**src/rtl/button_pkg.sv**
```systemverilog
// Shared types and default timing constants for the pushbutton decoder.
package button_pkg;

  typedef enum logic [1:0] {
    IDLE,
    PRESSED,
    LONG_HELD
  } state_t;

  localparam int CLK_HZ        = 12000000;
  localparam int DEBOUNCE_10MS = 120000;
  localparam int LONG_1S       = 12000000;

endpackage

```
**src/rtl/sync_debounce.sv**
```systemverilog
// Two-flop synchroniser followed by a consecutive-cycle debounce filter.
// din is active-high; reset loads the released (0) level everywhere.
module sync_debounce #(
  parameter int DEBOUNCE_CYCLES = 120000
) (
  input  logic clk,
  input  logic resetn,
  input  logic din,
  output logic level
);

  localparam int CW = $clog2(DEBOUNCE_CYCLES);
  localparam logic [CW-1:0] CNT_LAST = CW'(DEBOUNCE_CYCLES - 1);

  logic          sync_p0;
  logic          sync_p1;
  logic [CW-1:0] db_cnt;

  always_ff @(posedge clk) begin
    if (!resetn) begin
      sync_p0 <= 1'b0;
      sync_p1 <= 1'b0;
      level   <= 1'b0;
      db_cnt  <= '0;
    end else begin
      sync_p0 <= din;
      sync_p1 <= sync_p0;
      // Any cycle agreeing with the current level restarts the count.
      if (sync_p1 != level) begin
        if (db_cnt == CNT_LAST) begin
          level  <= ~level;
          db_cnt <= '0;
        end else begin
          db_cnt <= db_cnt + 1'b1;
        end
      end else begin
        db_cnt <= '0;
      end
    end
  end

endmodule

```
**src/rtl/button_press_decoder.sv**
```systemverilog
// Debounced pushbutton classifier: emits one-cycle short/long press pulses
// and a held_long flag for the duration of a long press.
module button_press_decoder
  import button_pkg::*;
#(
  parameter bit ACTIVE_LOW      = 1'b1,
  parameter int DEBOUNCE_CYCLES = DEBOUNCE_10MS,
  parameter int LONG_CYCLES     = LONG_1S
) (
  input  logic clk,
  input  logic resetn,
  input  logic btn_raw,
  output logic btn_level,
  output logic short_press,
  output logic long_press,
  output logic held_long
);

  localparam int HW = $clog2(LONG_CYCLES + 1);
  localparam logic [HW-1:0] LONG_LAST = HW'(LONG_CYCLES - 1);
  localparam logic [HW-1:0] LONG_MAX  = HW'(LONG_CYCLES);

  logic          pressed;
  state_t        state;
  state_t        state_d;
  logic [HW-1:0] hold_cnt;
  logic [HW-1:0] hold_cnt_d;
  logic          short_d;
  logic          long_d;
  logic          held_d;

  assign pressed = btn_raw ^ ACTIVE_LOW;

  sync_debounce #(
    .DEBOUNCE_CYCLES(DEBOUNCE_CYCLES)
  ) u_sync_debounce (
    .clk   (clk),
    .resetn(resetn),
    .din   (pressed),
    .level (btn_level)
  );

  always_comb begin
    state_d    = state;
    hold_cnt_d = hold_cnt;
    short_d    = 1'b0;
    long_d     = 1'b0;
    held_d     = held_long;
    case (state)
      IDLE: begin
        if (btn_level) begin
          state_d    = PRESSED;
          hold_cnt_d = HW'(1);
        end else begin
          hold_cnt_d = '0;
        end
      end
      PRESSED: begin
        if (!btn_level) begin
          short_d    = 1'b1;
          state_d    = IDLE;
          hold_cnt_d = '0;
        end else if (hold_cnt == LONG_LAST) begin
          long_d     = 1'b1;
          held_d     = 1'b1;
          state_d    = LONG_HELD;
          hold_cnt_d = LONG_MAX;
        end else if (hold_cnt != LONG_MAX) begin
          hold_cnt_d = hold_cnt + 1'b1;
        end
      end
      LONG_HELD: begin
        // Release after a long press ends silently.
        if (!btn_level) begin
          held_d     = 1'b0;
          state_d    = IDLE;
          hold_cnt_d = '0;
        end
      end
      default: begin
        state_d    = IDLE;
        hold_cnt_d = '0;
        held_d     = 1'b0;
      end
    endcase
  end

  always_ff @(posedge clk) begin
    if (!resetn) begin
      state       <= IDLE;
      hold_cnt    <= '0;
      short_press <= 1'b0;
      long_press  <= 1'b0;
      held_long   <= 1'b0;
    end else begin
      state       <= state_d;
      hold_cnt    <= hold_cnt_d;
      short_press <= short_d;
      long_press  <= long_d;
      held_long   <= held_d;
    end
  end

endmodule

```
**config.mk**
```make
export PLATFORM = sky130hd
export DESIGN_NAME = button_press_decoder
export DESIGN_NICKNAME = d
export VERILOG_FILES = /design/src/rtl/button_pkg.sv /design/src/rtl/sync_debounce.sv /design/src/rtl/button_press_decoder.sv
export SDC_FILE = /design/constraint.sdc
export NUM_CORES = 1
export LEC_CHECK = 0
export ABC_AREA = 0
export BUFFER_PORTS_ARGS = -buffer_cell sky130_fd_sc_hd__buf_2
export CAP_MARGIN = 30
export CORE_MARGIN = 4
export CORE_UTILIZATION = 45
export CTS_BUF_LIST = sky130_fd_sc_hd__clkbuf_2
export DETAILED_ROUTE_END_ITERATION = 6
export PLACE_DENSITY = 0.7
export SLEW_MARGIN = 20
export SYNTH_ARGS = -nofsm -noshare
export SYNTH_HDL_FRONTEND = slang
export SYNTH_HIERARCHICAL = 1
export SYNTH_SLANG_ARGS = --single-unit
```
**constraint.sdc**
```tcl
create_clock -name clk -period 2.1 [get_ports clk]
set_input_delay 0.105 -clock clk [delete_from_list [all_inputs] [get_ports clk]]
set_output_delay 0.105 -clock clk [all_outputs]
set_load 0.05 [all_outputs]
```
# Word-level counts from Yosys, hierarchy flattened
# Cells that the tools add are included.
[op_classes] addsub=2 n_eq_ne=12 n_mux=17 bitwise_logic=5 n_reduce_logical=8
[op_table] op="$mux W24" count=4
[op_table] op="$pmux W24 S3" count=1
[op_table] op="$add A24 B1 Y24 const B" count=1
[op_table] op="$eq A24 B24 Y1 const B" count=1
[op_table] op="$ne A24 B24 Y1 const B" count=1
[op_table] op="$add A17 B1 Y17 const B" count=1
[op_table] op="$eq A17 B17 Y1 const B" count=1
[op_table] op="$mux W2" count=4
[op_table] op="$mux W1" count=6
[op_table] op="$pmux W2 S3" count=1
[op_table] op="$reduce_and A2 Y1" count=3
[op_table] op="$reduce_and A3 Y1" count=2
[op_table] op="$not A1 Y1" count=5
[op_table] op="$ne A2 B1 Y1 const B" count=2
[op_table] op="$ne A2 B2 Y1 const B" count=2
[op_table] op="$ne A4 B4 Y1 const B" count=1
[op_table] op="$reduce_and A4 Y1" count=1
[op_table] op="$ne A3 B3 Y1 const B" count=1
[op_table] op="$pmux W1 S3" count=1
[op_table] op="$reduce_or A3 Y1" count=1
[op_table] op="$eq A2 B1 Y1 const B" count=1
[op_table] op="$eq A2 B2 Y1 const B" count=1
[op_table] op="$logic_not A2 Y1" count=1
[op_table] op="$ne A1 B1 Y1" count=1
[totals] ff_bits=49 input_bits=3 word_cells=53

# Logic depth before layout (Yosys ltp)
[logic_depth] depth_word=5 ltp_mapped=8 mapped_depth_nobuf=7

# By module
# The synthesis kept the hierarchy.
[modules_own_cells] module="button_press_decoder" n_inst=1 cells_per_inst=192 area_each_um2=1590.3 seq_area_each_um2=580.6
[modules_own_cells] module="sync_debounce" n_inst=1 cells_per_inst=94 area_each_um2=895.9 seq_area_each_um2=400.4

# Worst setup path after synthesis
# Ideal clock, no wire load.
[synth_path] path_type="register to register" from="register hold_cnt[13]" to="register hold_cnt[18]" setup_ns=0.117 arrival_time_ns=1.874 required_ns=1.983 slack_ns=0.109 path_stages_with_launch=6 n_path_buf=1 period_less_slack_ns=1.991 path_cell_list="dfxtp_1 > or4_4 > nor4_4 > a21oi_2 > buf_6 > a22o_1"
[synth_via] elab_chain_len=5 elab_cells_between_ends=9 classes_between="1 x add/sub; 3 x eq/ne; 4 x mux; 1 x reduce/logical"
[synth_rtl] item="from (decl)" line="button_press_decoder.sv:26" text="logic [HW-1:0] hold_cnt;"
[synth_rtl] item="from (signal assigned)" line="button_press_decoder.sv:97" text="hold_cnt <= hold_cnt_d;"
[synth_rtl] item="$add A24 B1 Y24" line="button_press_decoder.sv:69" text="hold_cnt_d = hold_cnt + 1'b1;"
[synth_rtl] item="$mux W24" line="button_press_decoder.sv:68" text="end else if (hold_cnt != LONG_MAX) begin"
[synth_rtl] item="$mux W24" line="button_press_decoder.sv:63" text="end else if (hold_cnt == LONG_LAST) begin"
[synth_rtl] item="$mux W24" line="button_press_decoder.sv:59" text="if (!btn_level) begin"
[synth_rtl] item="$pmux W24 S3" line="button_press_decoder.sv:49" text="case (state)"
# Parallel ways exist; a longest one is shown, timed or not. The select of a mux whose other input is x is not followed.
# A chain may end at the register's enable or synchronous reset.

# Worst setup path after layout
[layout_path] from="register hold_cnt[19]" to="register hold_cnt[0]"
[layout_via] elab_chain_len=4 elab_cells_between_ends=7 classes_between="3 x eq/ne; 3 x mux; 1 x reduce/logical"
[layout_rtl] item="$eq A24 B24 Y1" line="button_press_decoder.sv:63"
[layout_rtl] item="$mux W24" line="button_press_decoder.sv:63"
[layout_rtl] item="$mux W24" line="button_press_decoder.sv:59"
[layout_rtl] item="$pmux W24 S3" line="button_press_decoder.sv:49"
# Parallel ways exist; a longest one is shown, timed or not.

==> out/metrics.yaml <==
outcome: "finished clean"
syn_inst: 286
antenna_found_initial: 0
cts_tree: "done"
max-clock-path-buffers: 2
grt_pass1_wl_mm: 9.29
grt_pass1_vias: 2024
p_total_mw: 1.46
finalHoldViolCount: 0
cts_root_buffer: "clkbuf_2"
routedWlPerCell_um: 14.2
initialDrtViolationCount: 166
ys_ff_latch: 49
path_cells: "or3b_2 -> nor4_4 -> buf_4 -> buf_4 -> and2_4 -> o21ai_2 -> a32o_1"
tightestPinTransition_ns: 0.508
skew_ns: 0.0190
grtUsageMet3: 0.0412
grt_max_degree: 18
gp_congestion: 0.838
cp.depth: 7
start_kind: "register"
num_io_pins: 7
grt.overflow.total: 0
viasPerCell: 5.77
rows: 26
diodes: 0
crit_buf_inv: 2
crit_type: "reg2reg"
cts_made_buffers: 5
final.min_clock_period_ns: 2.03
path_delay_family: "simple AND/OR/NAND/NOR gates"
synth_cell_types: 60
multi_input_area_um2: 1410
final_nets: 318
fillCellCount: 464
cp.arrival_ns: 2.36
vias: 2211
grt-busiest-layer: "met2"
ir_drop_uv: 473
cp_common_cell: "buf_4"
hold_path_depth: 2
regArea_um2: 991
clk_pin_slew_ns: 0.25
htree_levels: 2
dpl.hpwl_mm: 3.92
synth.cell_area_um2: 2490
synthArstFlopShare: 0
dieArea_um2: 6780
end_kind: "register"
syn_area_per_cell_um2: 8.69
grt_usage: 0.175
port_buffers: 6
ys_seq_area_frac: 0.395
place_area_um2: 2660
yosysWarnings: 6
cp_slowest_cell: "or3b_2"
rr_worst_depth: 7
syn_nets: 292
die_w_um: 82.3
cap_violations: 0
drt_drc_violations_left: 0
worst_slew_margin_rel: 0.659
layout-drive-gt1-share: 0.169
synth_ff_type: "dfxtp_1"
core_um2: 5240
die_height_um: 82.3
finalSetupViolations: 0
cts_sinks: 49
crit_required_ns: 2.43
max_freq_mhz: 493
drv_slew: 0
met1_usage: 0.248
synth-edff-count: 0
final.period_utilization: 0.965
design_area_um2: 2790
use_met2: 0.261
syn_to_final_growth_pct: 12.1
initial_core_util: 0.475
firstDrtPassIters: 4
crit_fanout: 5
leakagePower_nw: 0.963
drt-total-wl_mm: 5.44
ant_nets: 0
powerDensity_nw_per_um2: 524
critical_path.max_stage_delay_ns: 0.49
min_path_type: "in2reg"
clkLatencyLatePin_ns: 0.42
layer usage:
layer | routed length [um] | part of all wire | up-vias
met4 | 44 | 0.0081 | 0
met1 | 2700 | 0.50 | 1033
met3 | 271 | 0.050 | 4
met2 | 2420 | 0.45 | 64
li1 | - | - | 1110
met5 | 0 | 0 | -
cells in the final DEF (no fill, tap or decap), types with 4 or more instances in the layout:
master | netlist | routed
a21oi_1 | 17 | 17
and2_1 | 4 | 4
and3_1 | 4 | 4
and4_1 | 5 | 5
buf_2 | 2 | 6
buf_4 | 0 | 20
clkbuf_2 | 0 | 6
dfxtp_1 | 49 | 45
inv_1 | 11 | 11
nand2_1 | 16 | 16
nand3_1 | 24 | 24
nand4_1 | 14 | 14
nor2_1 | 32 | 32
nor4_1 | 4 | 4
o21ai_0 | 15 | 15
or3_1 | 5 | 5
xor2_1 | 14 | 14
cell usage after synthesis (3+ instances only):
cell | number | area (um2)
inv_1 | 11 | 41.3
xor2_1 | 14 | 123
nand3_1 | 24 | 120
a21oi_1 | 17 | 85.1
o21ai_0 | 15 | 75.1
a22oi_1 | 3 | 22.5
ha_1 | 3 | 37.5
nand4_1 | 14 | 87.6
dfxtp_1 | 49 | 981
nor2_1 | 32 | 120
and4_1 | 5 | 43.8
nand2_1 | 16 | 60.1
a31oi_1 | 3 | 18.8
and3_1 | 4 | 25.0
buf_6 | 3 | 33.8
xnor2_1 | 3 | 26.3
nor4_1 | 4 | 25.0
nor4b_1 | 3 | 26.3
and2_1 | 4 | 25.0
nor3b_1 | 3 | 22.5
or3_1 | 5 | 31.3
state kept, by name (all words and copies together) (netlist names):
signal                   flops
u_sync_debounce/sync_p0      1
long_press                   1
short_press                  1
state                        2
u_sync_debounce/sync_p1      1
held_long                    1
u_sync_debounce/db_cnt      17
hold_cnt                    24
u_sync_debounce/level        1
cell families (layout without fill, tap and decap cells):
family	Yosys count	after routing	synth area share
XOR/XNOR	17	17	0.0599
adder cells (fa/ha/maj)	3	3	0.0151
buffers and inverters	19	46	0.0433
multiplexers	1	1	0.00403
AND/OR/NAND/NOR	133	133	0.306
flip-flops	49	49	0.395
AO/OA/AOI/OAI	64	64	0.177
through the flow:
step                      setup slack [ns]  std cells  hold slack [ns]  setup TNS [ns]  utilization
after detailed placement            0.0649        370            0.375               0        0.507
after floorplan                      0.109        286            0.227               0            -
after CTS                           0.0103        379           0.0212               0        0.522
after global routing               -0.0157        383           0.0174         -0.0317        0.532
final                               0.0726        383           0.0487               0        0.532
after global placement               0.101        370            0.378               0        0.507
final timing paths:
kind | to | startpoint | slack, ns
max | hold_cnt[0] | hold_cnt[19] | 0.07
max reg2reg | hold_cnt[0] | hold_cnt[19] | 0.07
min | u_sync_debounce/level | resetn | 0.05
min reg2reg | u_sync_debounce/sync_p1 | u_sync_debounce/sync_p0 | 0.47
power by group:
| group | internal [mW] | leakage [nW] | total (mW) | switching, mW |
|---|---|---|---|---|
| Clock | 0.209 | 0.0432 | 0.513 | 0.304 |
| Combinational | 0.00551 | 0.522 | 0.0141 | 0.00859 |
| Sequential | 0.933 | 0.398 | 0.934 | 0.00110 |
| Total | 1.15 | 0.963 | 1.46 | 0.314 |
layout make-up:
type / count / share of cell area
timing repair buffer: 27 / 0.0682
clock buffer: 6 / 0.0108
multi-input combinational: 218 / 0.505
tap: 70 / 0.0314
sequential: 49 / 0.355
inverter: 11 / 0.0148
clock inverter: 2 / 0.0139
repair_timing:
| item | CTS | global route |
|---|---|---|
| resized for setup | 0 | 8 |
| hold buffers | 1 | 0 |
| endpoints found under the hold margin | 1 | 0 |
| buffers inserted | 0 | 4 |
| endpoints found under the setup margin | 0 | 16 |
Power figures use the tool's default switching activity.
